**config.mk**
```make
export PLATFORM = sky130hd
export DESIGN_NAME = instr_decode_unit
export DESIGN_NICKNAME = d
export VERILOG_FILES = /design/src/rtl/idu_pkg.sv /design/src/rtl/idu_fifo.sv /design/src/rtl/instr_decode_unit.sv
export SDC_FILE = /design/constraint.sdc
export NUM_CORES = 1
export LEC_CHECK = 0
export CORE_MARGIN = 2
export CORE_UTILIZATION = 37
export CTS_CLUSTER_DIAMETER = 80
export DETAILED_ROUTE_END_ITERATION = 8
export HOLD_SLACK_MARGIN = 0.12
export SYNTH_ARGS = -nofsm -noshare
export SYNTH_HDL_FRONTEND = slang
export SYNTH_SLANG_ARGS = --single-unit
```
**constraint.sdc**
```tcl
create_clock -name clk -period 2.9 [get_ports clk]
set_input_delay 0.58 -clock clk [delete_from_list [all_inputs] [get_ports clk]]
set_output_delay 0.58 -clock clk [all_outputs]
set_load 0.005 [all_outputs]
```
**src/rtl/idu_pkg.sv**
```systemverilog
// Instruction decode unit package: field widths, opcode constants, source selects, decode payload.
package idu_pkg;

    localparam int unsigned INSTR_W  = 8;
    localparam int unsigned REG_EN_W = 9;
    localparam int unsigned SRC_W    = 4;
    localparam int unsigned NOP_W    = 4;
    localparam int unsigned REG_W    = 3;

    // Opcode field constants
    localparam logic [1:0] OP_MOVE = 2'b10;   // ir[7:6]
    localparam logic [2:0] OP_RO   = 3'b110;  // ir[7:5]
    localparam logic [3:0] OP_JMP  = 4'hE;    // ir[7:4]
    localparam logic [3:0] OP_JNZ  = 4'hF;    // ir[7:4]

    // Register numbers with special handling
    localparam logic [REG_W-1:0] REG_O = 3'd4;
    localparam logic [REG_W-1:0] REG_I = 3'd6;
    localparam logic [REG_W-1:0] REG_7 = 3'd7;

    // reg_en bit positions
    localparam int unsigned REG_O_IDX  = 8;
    localparam int unsigned REG_RO_IDX = 4;
    localparam int unsigned REG_I_IDX  = 6;

    // Source selects beyond the plain register numbers
    localparam logic [SRC_W-1:0] SRC_PM    = 4'd8;
    localparam logic [SRC_W-1:0] SRC_IPINS = 4'd9;
    localparam logic [SRC_W-1:0] SRC_NONE  = 4'd10;
    localparam logic [SRC_W-1:0] SRC_O     = 4'd4;

    // NOP opcodes, in nop_hit bit order
    localparam logic [INSTR_W-1:0] NOP_C8 = 8'hC8;
    localparam logic [INSTR_W-1:0] NOP_CF = 8'hCF;
    localparam logic [INSTR_W-1:0] NOP_D8 = 8'hD8;
    localparam logic [INSTR_W-1:0] NOP_DF = 8'hDF;

    typedef struct packed {
        logic [REG_EN_W-1:0] reg_en;
        logic [SRC_W-1:0]    source_sel;
        logic                i_sel;
        logic                jmp;
        logic                jmp_nz;
        logic [NOP_W-1:0]    nop_hit;
    } dec_out_t;

    localparam dec_out_t DEC_IDLE = '{
        reg_en:     '0,
        source_sel: SRC_NONE,
        i_sel:      1'b1,
        jmp:        1'b0,
        jmp_nz:     1'b0,
        nop_hit:    '0
    };

endpackage

```
**src/rtl/idu_fifo.sv**
```systemverilog
// Prefetch queue: power-of-two depth, flush empties it and drops a same-cycle push.
module idu_fifo
    import idu_pkg::*;
#(
    parameter int unsigned DEPTH = 4,
    parameter int unsigned W     = 8
) (
    input  logic                       clk,
    input  logic                       reset_n,
    input  logic                       push,
    input  logic                       pop,
    input  logic                       flush,
    input  logic [W-1:0]               din,
    output logic [W-1:0]               dout,
    output logic                       full,
    output logic                       empty,
    output logic [$clog2(DEPTH):0]     level
);

    localparam int unsigned PTR_W = $clog2(DEPTH);
    localparam int unsigned LVL_W = PTR_W + 1;

    logic [W-1:0]     mem [DEPTH];
    logic [PTR_W-1:0] wr_ptr;
    logic [PTR_W-1:0] rd_ptr;
    logic             do_push;
    logic             do_pop;

    assign full    = (level == LVL_W'(DEPTH));
    assign empty   = (level == '0);
    assign do_push = push & ~full & ~flush;
    assign do_pop  = pop & ~empty & ~flush;
    assign dout    = mem[rd_ptr];

    // Pointers and occupancy; pointers wrap naturally at the power-of-two depth
    always_ff @(posedge clk or negedge reset_n) begin
        if (!reset_n) begin
            wr_ptr <= '0;
            rd_ptr <= '0;
            level  <= '0;
        end else if (flush) begin
            wr_ptr <= '0;
            rd_ptr <= '0;
            level  <= '0;
        end else begin
            if (do_push) wr_ptr <= wr_ptr + PTR_W'(1);
            if (do_pop)  rd_ptr <= rd_ptr + PTR_W'(1);
            if (do_push && !do_pop)      level <= level + LVL_W'(1);
            else if (do_pop && !do_push) level <= level - LVL_W'(1);
        end
    end

    // Storage; contents are only observed while the queue is non-empty
    always_ff @(posedge clk) begin
        if (do_push) mem[wr_ptr] <= din;
    end

endmodule

```
**src/rtl/instr_decode_unit.sv**
```systemverilog
// Instruction decode unit: prefetch queue, decode register and combinational field decode.
// Optional NOP counter enabled by defining IDU_NOP_CNT_EN.
module instr_decode_unit
    import idu_pkg::*;
#(
    parameter int unsigned DEPTH = 4,
    parameter int unsigned CNT_W = 16
) (
    input  logic                      clk,
    input  logic                      reset_n,
    input  logic [INSTR_W-1:0]        instr_in,
    input  logic                      instr_valid,
    output logic                      instr_ready,
    output logic                      dec_valid,
    input  logic                      dec_ready,
    input  logic                      flush,
    output logic [INSTR_W-1:0]        ir,
    output logic [3:0]                ir_nibble,
    output logic [REG_EN_W-1:0]       reg_en,
    output logic [SRC_W-1:0]          source_sel,
    output logic                      i_sel,
    output logic                      x_sel,
    output logic                      y_sel,
    output logic                      jmp,
    output logic                      jmp_nz,
    output logic [NOP_W-1:0]          nop_hit,
    output logic [$clog2(DEPTH):0]    q_level
`ifdef IDU_NOP_CNT_EN
    ,
    output logic [CNT_W-1:0]          nop_count
`endif
);

    // Reject unsupported configurations at elaboration
    if (CNT_W == 0 || DEPTH < 2 || DEPTH > 16 || (DEPTH & (DEPTH - 1)) != 0) begin : g_bad_param
        $error("instr_decode_unit: unsupported DEPTH/CNT_W");
    end

    logic [INSTR_W-1:0] q_head;
    logic               q_full;
    logic               q_empty;
    logic               load_dec;
    logic               is_load;
    logic               is_move;
    logic [REG_W-1:0]   dest;
    logic [REG_W-1:0]   src;
    dec_out_t           dec;

    assign instr_ready = ~q_full;
    assign load_dec    = ~q_empty & (~dec_valid | dec_ready);

    idu_fifo #(
        .DEPTH (DEPTH),
        .W     (INSTR_W)
    ) u_fifo (
        .clk     (clk),
        .reset_n (reset_n),
        .push    (instr_valid),
        .pop     (load_dec),
        .flush   (flush),
        .din     (instr_in),
        .dout    (q_head),
        .full    (q_full),
        .empty   (q_empty),
        .level   (q_level)
    );

    // Decode register: refill from queue head when empty or being consumed
    always_ff @(posedge clk or negedge reset_n) begin
        if (!reset_n) begin
            dec_valid <= 1'b0;
            ir        <= '0;
        end else if (flush) begin
            dec_valid <= 1'b0;
        end else if (load_dec) begin
            dec_valid <= 1'b1;
            ir        <= q_head;
        end else if (dec_ready) begin
            dec_valid <= 1'b0;
        end
    end

    assign is_load = ~ir[7];
    assign is_move = (ir[7:6] == OP_MOVE);
    assign dest    = is_load ? ir[6:4] : ir[5:3];
    assign src     = ir[2:0];

    // Field decode of the registered instruction, idle when nothing is presented
    always_comb begin
        dec = DEC_IDLE;
        if (dec_valid) begin
            if (is_load || is_move) begin
                if (dest == REG_O) dec.reg_en[REG_O_IDX] = 1'b1;
                else               dec.reg_en[4'(dest)]  = 1'b1;
                if (dest == REG_7 || (is_move && src == REG_7)) dec.reg_en[REG_I_IDX] = 1'b1;
                if (dest == REG_I) dec.i_sel = 1'b0;
                if (is_load)                            dec.source_sel = SRC_PM;
                else if (dest != src)                   dec.source_sel = SRC_W'(src);
                else if (dest == REG_O)                 dec.source_sel = SRC_O;
                else                                    dec.source_sel = SRC_IPINS;
            end
            if (ir[7:5] == OP_RO) dec.reg_en[REG_RO_IDX] = 1'b1;
            dec.jmp     = (ir[7:4] == OP_JMP);
            dec.jmp_nz  = (ir[7:4] == OP_JNZ);
            dec.nop_hit = {ir == NOP_DF, ir == NOP_D8, ir == NOP_CF, ir == NOP_C8};
        end
    end

    assign reg_en     = dec.reg_en;
    assign source_sel = dec.source_sel;
    assign i_sel      = dec.i_sel;
    assign jmp        = dec.jmp;
    assign jmp_nz     = dec.jmp_nz;
    assign nop_hit    = dec.nop_hit;
    assign x_sel      = ir[4];
    assign y_sel      = ir[3];
    assign ir_nibble  = ir[3:0];

`ifdef IDU_NOP_CNT_EN
    // Saturating count of consumed NOPs; survives flush
    always_ff @(posedge clk or negedge reset_n) begin
        if (!reset_n) begin
            nop_count <= '0;
        end else if (dec_valid && dec_ready && (|dec.nop_hit) && (nop_count != '1)) begin
            nop_count <= nop_count + CNT_W'(1);
        end
    end
`endif

endmodule

```
# [Yosys cells after proc, flatten, opt, wreduce, memory -nomap -nowiden]
# Memories as Yosys holds them, arrays and structs flattened. A register that Yosys moved wholly into a read port is not among the register bits.
# Cells that the tools add are included.
[op_classes] add_sub_neg=4 order_cmp=2 eq_ne=14 muxes=25 n_bitwise=11 reduce_logical=15
[ops] operator="equality test 8 bit, second input constant" n=4
[ops] operator="2-to-1 mux 20 bit" n=1
[ops] operator="equality test 3 bit, second input constant" n=6
[ops] operator="2-to-1 mux 14 bit" n=1
[ops] operator="2-to-1 mux 3 bit" n=4
[ops] operator="2-to-1 mux 4 bit" n=3
[ops] operator="2-to-1 mux 1 bit" n=10
[ops] operator="equality test 4 bit, second input constant" n=2
[ops] operator="2-to-1 mux 2 bit" n=4
[ops] operator="2-to-1 mux 8 bit" n=1
[ops] operator="nonzero test 3 bit" n=2
[ops] operator="AND 1 bit" n=5
[ops] operator="less-than comparator 3 x 5 -> 1 bit, second input constant" n=1
[ops] operator="inverter 1 bit" n=5
[ops] operator="adder 2 x 1 -> 2 bit, second input constant" n=2
[ops] operator="logical AND 1 bit" n=4
[ops] operator="nonzero test 2 bit" n=2
[ops] operator="adder 3 x 1 -> 3 bit, second input constant" n=1
[ops] operator="demux 1 bit (select 3 bit)" n=1
[ops] operator=">= comparator 3 x 1 -> 1 bit, second input constant" n=1
[ops] operator="zero test 1 bit" n=3
[ops] operator="zero test 3 bit" n=1
[ops] operator="inequality test 3 bit" n=1
[ops] operator="subtractor 3 x 1 -> 3 bit, second input constant" n=1
[ops] operator="other kinds (4)" n=5
[word_totals] regBits=8 ramBits=32 input_bits=13 out_inout_bits=39 elab_cells=76 n_memories=1
[mem_list] memory="u_fifo.mem" depth=4 width=8 rd=1 rd_ports_with_merged_regs=1 write_ports=1 line_no="idu_fifo.sv:23" rtl="logic [W-1:0] mem [DEPTH];"

# [Logic depth before layout (Yosys ltp)]
# Gate-level depths: netlist of run 1.
[depth] word_depth=10 ltp_mapped=8 mapped_depth_nobuf=8

# [Cells and area by module]
# From an unflattened synthesis of run 1, not the netlist that was laid out.
[unflattened] hier_cells=207 hier_area_um2=2600.0
[by_module_without_submodules] module="idu_fifo" instances=1 cells_per_inst=103 area_per_inst_um2=1739.2
[by_module_without_submodules] module="instr_decode_unit" instances=1 cells_per_inst=104 area_per_inst_um2=860.8

# [Worst setup path before layout of run 1]
# OpenSTA, ideal clock, no wires.
[synth_timing] kind="register -> register" from="reg u_fifo.level[1]" to="reg u_fifo.level[2]" setup_time_ns=0.081 arrival_ns=2.033 slack_ns=0.786 path_stages_with_launch=9 n_path_buf=0 period_less_slack_ns=2.114 cell_sequence="dfrtp_1 > nor3b_2 > inv_1 > nand2_1 > nor3_1 > fa_1 > a2111o_1 > and3b_1 > nor3_2"
[synth_lines] item="start, declared" line_no="idu_fifo.sv:17" rtl="output logic [$clog2(DEPTH):0] level"
[synth_lines] item="start signal, assigned" line_no="idu_fifo.sv:48" rtl="if (do_push && !do_pop) level <= level + LVL_W'(1);"
[synth_lines] item="start signal, assigned" line_no="idu_fifo.sv:49" rtl="else if (do_pop && !do_push) level <= level - LVL_W'(1);"
[synth_lines] item="equality test 3 bit (*)" line_no="idu_fifo.sv:29" rtl="assign full = (level == LVL_W'(DEPTH));"
[synth_lines] item="inverter 1 bit (*)"
[synth_lines] item="named net instr_ready" line_no="instr_decode_unit.sv:13" rtl="output logic instr_ready,"
[synth_lines] item="AND 1 bit (*) (2 in a row)" line_no="idu_fifo.sv:31" rtl="assign do_push = push & ~full & ~flush;"
[synth_lines] item="logical AND 1 bit or zero test 1 bit (tied branches)" line_no="idu_fifo.sv:48, idu_fifo.sv:49"
[synth_lines] item="2-to-1 mux 3 bit or logical AND 1 bit (tied branches)" line_no="idu_fifo.sv:48, idu_fifo.sv:49"
[synth_lines] item="2-to-1 mux 3 bit or nonzero test 3 bit (tied branches)"
# Mark *: on every way through the listed nets, which the timed path passes. The rest lies on a longest branch. The select of a mux whose other input is x is not followed.
# A chain may end at the register's enable or synchronous reset.

# [Final worst setup path of run 1]
[layout_timing] from="reg ir[7], read port of u_fifo.mem" to="out source_sel[0]"
[layout_between] elab_chain_len=7
[layout_lines] item="start, declared" line_no="instr_decode_unit.sv:17" rtl="output logic [INSTR_W-1:0] ir,"
[layout_lines] item="2-to-1 mux 3 bit" line_no="instr_decode_unit.sv:85" rtl="assign dest = is_load ? ir[6:4] : ir[5:3];"
[layout_lines] item="equality test 3 bit" line_no="instr_decode_unit.sv:99" rtl="else if (dest == REG_O) dec.source_sel = SRC_O;"
[layout_lines] item="2-to-1 mux 4 bit" line_no="instr_decode_unit.sv:99"
[layout_lines] item="2-to-1 mux 4 bit" line_no="instr_decode_unit.sv:98" rtl="else if (dest != src) dec.source_sel = SRC_W'(src);"
[layout_lines] item="2-to-1 mux 4 bit" line_no="instr_decode_unit.sv:97" rtl="if (is_load) dec.source_sel = SRC_PM;"
[layout_lines] item="2-to-1 mux 14 bit (*)" line_no="instr_decode_unit.sv:92" rtl="if (is_load || is_move) begin"
[layout_lines] item="2-to-1 mux 20 bit (*)" line_no="instr_decode_unit.sv:91" rtl="if (dec_valid) begin"
[layout_lines] item="end, declared" line_no="instr_decode_unit.sv:20" rtl="output logic [SRC_W-1:0] source_sel,"
# Every way passes the cells marked *; elsewhere a longest branch is shown, timed or not.

==> results.cfg, run 1 <==
[setup_path]
r2r-start = u_fifo.level[1]
timing.rr.end = u_fifo.level[2]
cpMaxStageDelayCell = clkdlybuf4s50_1
r2r_cells = 8
cp_max_fo = 14
cp.required_ns = 2.32
start_kind = flip-flop
end_kind = output pin
cp_top_family = buffers and inverters
worstSetupPathType = flip-flop to output pin
critPathArrivalTime_ns = 2.13
worstPathCellList = mux2i_1 > xor2_1 > nand2_1 > o31ai_1 > clkdlybuf4s50_1
cpPeakStageDelay_ns = 0.55
worstPathBufferInverterCount = 1
reg2reg_slack_ns = 0.75

[final_layout]
layout-drive-gt1-share = 0.151
area_delta_synth_final_pct = 26.9
nets = 262
n_antenna_cell = 0

[run]
cap_violations = 0

[timing]
tightestPinTransition_ns = 0.742
finalHoldViolations = 0
fin_tns_setup_ns = 0
fmax_mhz = 370
setup_violations = 0
finClkSkew_ns = 0.00254
worst_hold_slack_ns = 0.595
min_period_ns = 2.71
slew_violations = 0
maxSlewHeadroom = 0.504
rsz0062_at_grt = no
period_share = 0.933

[grt]
busiest_layer = met2
gr-usage-met3 = 0.0337
grt_util_met2 = 0.219
grt_pass1_wl_um = 7650
met1_usage = 0.181
grt_use_total = 0.136
grt_max_degree = 21
antenna_found_initial = 0
grt-ovfl-total = 0
grt_pass1_vias = 1536

[yosys]
yosys_warnings = 0
synth_top_cell_area_share = 0.388
yosys.cell_count.top_type = edfxtp_1
synth_largest_area_cell = edfxtp_1
syn_avg_cell_area_sq_um = 12.5
synth_edf_count = 32
syn_nets = 216
yosysUniqueCellTypes = 48
syn-cell-area_sq_mm = 0.00248
synth.ff_latch_count = 48
synth_area_leaders = edfxtp_1 39%, dfrtp_1 16%, mux4_2 7.3%, mux2_2 4.5%, nor2_1 3.0%
yosys-top-cells-count = 32 x edfxtp_1, 20 x nor2_1, 16 x dfrtp_1
synth_ff_type = edfxtp_1
synth-async-reset-ratio = 0.333
synthCells = 198
ys_seq_area_frac = 0.549

[floorplan]
fp.dieW_um = 85.8
num_rows = 29
chipHeight_um = 85.8
initial_utilization = 0.386
coreArea_sq_mm = 0.00642
ioPinCount = 52
die_area_sq_mm = 0.00737

[power]
power_frac_comb = 0.443
p_leak_uw = 0.00112
swShare = 0.353
ir_worst_vdd_uv = 343
seqPwrFrac = 0.399
pwr-share-clk = 0.159
p_sw_uw = 1020
p_int_uw = 1870
p_per_area_mw_per_mm2 = 920

[outcome]
violations = design-rule violations
outcome = finished, violations left

[place]
portBuffers = 51
place_congestion = 0.774
dp.final_hpwl_um = 3550

[drt]
wl_um = 4910
drt-vias-per-instance = 5.22
wl_per_cell_um = 15.2
ant_nets = 0
drc_errors = 7
drt_first_iter_violations = 84
drt-pass1-iter-count = 8
dr_total_vias = 1681

[hold_path]
hold_end = u_fifo.wr_ptr[1]
worstHoldStart = u_fifo.wr_ptr[1]
hold_path.class = flip-flop to flip-flop
hold_depth = 2

[cts]
clkLatencyLatePin_ns = 0.29
cts_buffer_depth = 2
clock-root-buffer = clkbuf_8
clk_pin_slew_ns = 0.08
htree_levels = 2
cts_buffers = 5
clkSinkCount = 48
hold_buffers = 0
cts_tree = done
[per-layer routing]
metal  routed length (um)  vias to the layer above
met2                 2400                       53
li1                     -                      806
met5                    0                        -
met1                 2180                      816
met3                  257                        6
met4                   60                        0
[tightest hold or removal path: stages, from the launching register on]
cell and delay [ns]:
dfrtp_1 0.42, nand2_1 0.07, a21oi_1 0.06
[power groups by stage]
stage | clock (uW) | combinational (uW) | sequential, uW
2_1_floorplan | 0 | 955 | 983
3_3_place_gp | 0 | 1280 | 1160
3_5_place_dp | 0 | 1280 | 1160
4_1_cts | 475 | 1290 | 1150
5_1_grt | 501 | 1390 | 1190
6_report | 459 | 1280 | 1150
[cell usage in the layout (no fill, tap or decap), types with 3 or more instances in the layout]
cell,netlist,final
nand2b_1,4,4
clkdlybuf4s50_1,0,51
mux2i_1,3,3
nor2b_1,4,4
clkbuf_8,0,5
mux2_2,10,10
a21oi_1,4,4
inv_1,10,10
nand3_1,4,4
nand2_1,10,10
edfxtp_1,32,32
ha_1,4,4
mux4_2,8,8
nor2_1,20,20
buf_4,6,5
and2_1,6,6
dfrtp_1,16,14
nor3_1,6,6
xnor2_1,4,4
xor2_1,4,4
[how the worst max path moves through the flow]
stage                    startpoint              end  slack (ns)  cells after the start
CTS                           ir[4]    source_sel[0]        0.05                      5
global route                  ir[7]    source_sel[0]        0.05                      5
finish                        ir[7]    source_sel[0]        0.19                      5
global placement          dec_ready  u_fifo.level[2]        0.35                      8
floorplan           u_fifo.level[1]  u_fifo.level[2]        0.79                      8
detailed placement        dec_ready  u_fifo.level[2]        0.33                      8
[registers in the layout (all words and copies together) (netlist names)]
name / cells
u_fifo.rd_ptr: 2
dec_valid: 1
ir: 8
u_fifo.wr_ptr: 2
u_fifo.mem: 32
u_fifo.level: 3
[what timing repair did]
action	4_1_cts	5_1_grt
gates resized for setup	0	2
setup endpoints to repair	0	5
setup buffers	0	0
[stage by stage]
step                      power [uW]  utilization  cell area [sq um]  std cells  setup slack, ns
after global placement          2440        0.472               3030        314            0.347
after detailed placement        2440        0.472               3030        314            0.331
after global routing            3080        0.489               3140        322           0.0458
final                           2890        0.489               3140        322            0.194
after CTS                       2910        0.489               3140        322           0.0502
after floorplan                 1940            -               2480        198            0.786
[area by class of cell]
type                    count  area [sq um]
clock buffers               6          72.6
fillers                   576          3280
clock inverters             2          35.0
well taps                  77          96.3
inverters                  10          37.5
flip-flops and latches     48          1360
multi-input cells         123           990
repair buffers             56           548
[cells by family after synthesis]
logic type / Yosys count / synth area share
AO/OA/AOI/OAI: 22 / 0.0667
XOR/XNOR: 8 / 0.0283
adder cells (fa/ha/maj): 5 / 0.0283
buffers and inverters: 27 / 0.0510
flip-flops: 48 / 0.549
multiplexers: 21 / 0.130
AND/OR/NAND/NOR: 67 / 0.146
Note: power is estimated with default switching activity, not from simulation.
==> run 2, diff against run 1 <==
Settings changed: ABC_CLOCK_PERIOD_IN_PS set to 2900, REMOVE_ABC_BUFFERS set to 1.
==> run 2 against run 1 <==
Compared with the run above: the run still ends with design-rule violations left; setup slack got worse by 0.031 ns; clock-buffer cell count fell by 1; clock power rose by 5.4%; die area did not move; core utilization rose by 0.21 points; global-route usage rose by 0.11 points; combinational power barely moved; cell count rose by 0.31%; clock skew rose by 0.0025 ns; power rose by 0.69%; critical path type unchanged; sequential share of layout area fell by 0.23 points; critical path depth did not move.
==> results.cfg, run 2 (synthesis gave the netlist of run 1 again) <==
[timing]
finalHoldViolations = 0
finClkSkew_ns = 0.00507
fin_tns_setup_ns = 0
min_period_ns = 2.74
rsz0062_at_grt = no
fmax_mhz = 365
slew_violations = 0
period_share = 0.944
worst_slack_ns = 0.163
maxSlewHeadroom = 0.516
tightestPinTransition_ns = 0.724
setup_violations = 0

[final_layout]
n_antenna_cell = 0
final_area_sq_mm = 0.00316
area_delta_synth_final_pct = 27.4
fin_util = 0.492
top_register = u_fifo.mem
register_area_sq_mm = 0.00136
nets = 263
multiInputGateArea_sq_um = 990
largest_register_ffs = 32
reg_top3 = u_fifo.mem (32), ir (8), u_fifo.level (3)
final_common_cell = clkdlybuf4s50_1
fill_cells = 568
final_cell_mix = 51 x clkdlybuf4s50_1, 32 x edfxtp_1, 20 x nor2_1, 15 x dfrtp_1
layout-drive-gt1-share = 0.154

[cts]
clkLatencyLatePin_ns = 0.30
hold_buffers = 0
clk_pin_slew_ns = 0.09
cts_tree = done
clock-root-buffer = clkbuf_8
cts_buffer_depth = 2
cts_buffers = 5
clkSinkCount = 48
htree_levels = 2

[grt]
grt_use_total = 0.137
antenna_found_initial = 0
grt_max_degree = 17
grt-ovfl-total = 0
grt_pass1_wl_um = 7810
grt_pass1_vias = 1532

[floorplan]
chipHeight_um = 85.8
die_area_sq_mm = 0.00737
fp.dieW_um = 85.8
ioPinCount = 52
num_rows = 29
coreArea_sq_mm = 0.00642
initial_utilization = 0.386

[outcome]
violations = design-rule violations
outcome = finished, violations left

[setup_path]
critPathArrivalTime_ns = 2.16
timing.rr.end = u_fifo.level[2]
cpMaxStageDelayCell = clkdlybuf4s50_1
worstSetupPathType = flip-flop to output pin
end_kind = output pin
worstPathCellList = mux2i_1 > xor2_1 > nand2_1 > o31ai_1 > clkdlybuf4s50_1
cpPeakStageDelay_ns = 0.55
cp_max_fo = 14
cp.required_ns = 2.32
r2r_cells = 8
start_kind = flip-flop
reg2reg_slack_ns = 0.72
r2r-start = u_fifo.level[1]

[drt]
drt_first_iter_violations = 97
wl_um = 4770
dr_total_vias = 1689
ant_nets = 0
drt-vias-per-instance = 5.23
drt-pass1-iter-count = 7
drc_errors = 9
wl_per_cell_um = 14.8

[hold_path]
hold_path.class = flip-flop to flip-flop
hold_end = u_fifo.wr_ptr[1]
hold_depth = 2
worstHoldStart = u_fifo.wr_ptr[1]

[place]
preCtsSetupSlack_ns = 0.344
placed_area_sq_mm = 0.00304
portBuffers = 51
dp.final_hpwl_um = 3470
place_congestion = 0.730

[power]
p_per_area_mw_per_mm2 = 922
p_leak_uw = 0.00113
ir_worst_vdd_uv = 336
total_power_uw = 2910

[run]
cap_violations = 0
## run 2: cell count changes in the layout (fill, tap and decap cells not counted)
| cell | before | now |
|---|---|---|
| buf_4 | 5 | 6 |
| clkbuf_1 | 1 | 0 |
| clkinv_2 | 1 | 0 |
| clkinvlp_4 | 0 | 1 |
| dfrtp_1 | 14 | 15 |
| dfrtp_2 | 2 | 1 |
| inv_6 | 0 | 1 |
## run 2: what timing repair did
action / CTS / global route
buffers inserted: 0 / 0
endpoints found under the setup margin: 0 / 3
resized for setup: 0 / 1
## run 2: layer usage
metal | share of wire | vias to the layer above | track usage
li1 | - | 810 | -
met1 | 0.46 | 811 | 0.193
met2 | 0.47 | 61 | 0.210
met3 | 0.059 | 7 | 0.0327
met4 | 0.013 | 0 | 0.0433
met5 | 0 | - | 0
## run 2: layout make-up
cell class / count / share of cell area
Clock inverter: 3 / 0.0147
Inverter: 10 / 0.0119
Sequential cell: 48 / 0.432
Tap cell: 77 / 0.0305
Multi-Input combinational cell: 123 / 0.314
Timing Repair Buffer: 57 / 0.176
Clock buffer: 5 / 0.0218
## run 2: metrics by stage
step / hold slack (ns) / std cells
final: 0.581 / 323
after global routing: 0.614 / 323
after CTS: 0.587 / 323
after detailed placement: 0.575 / 315
after global placement: 0.572 / 315
after floorplan: 0.284 / 181
## run 2: worst max-delay path by stage
stage                    startpoint         endpoint  slack, ns
finish                        ir[7]    source_sel[3]       0.16
global route                  ir[7]    source_sel[3]       0.01
CTS                           ir[7]    source_sel[3]      0.008
detailed placement            ir[7]    source_sel[3]       0.34
global placement          dec_ready  u_fifo.level[2]       0.40
floorplan           u_fifo.level[1]  u_fifo.level[2]       0.80
## run 2: worst max-delay path, delay by kind of cell (launching register included)
kind,cells,cell delay (ns)
buffers and inverters,1,0.55
DFF,1,0.52
muxes,1,0.26
AOI/OAI and AO/OA,1,0.26
xor gates and xnor gates,1,0.16
and+or+nand+nor,1,0.11
## run 2: power breakdown
part           switching, uW  leakage, uW  internal (uW)
logic                    527     0.000583            766
registers                276     0.000488            858
clock network            224    0.0000548            260
total                   1030      0.00113           1880
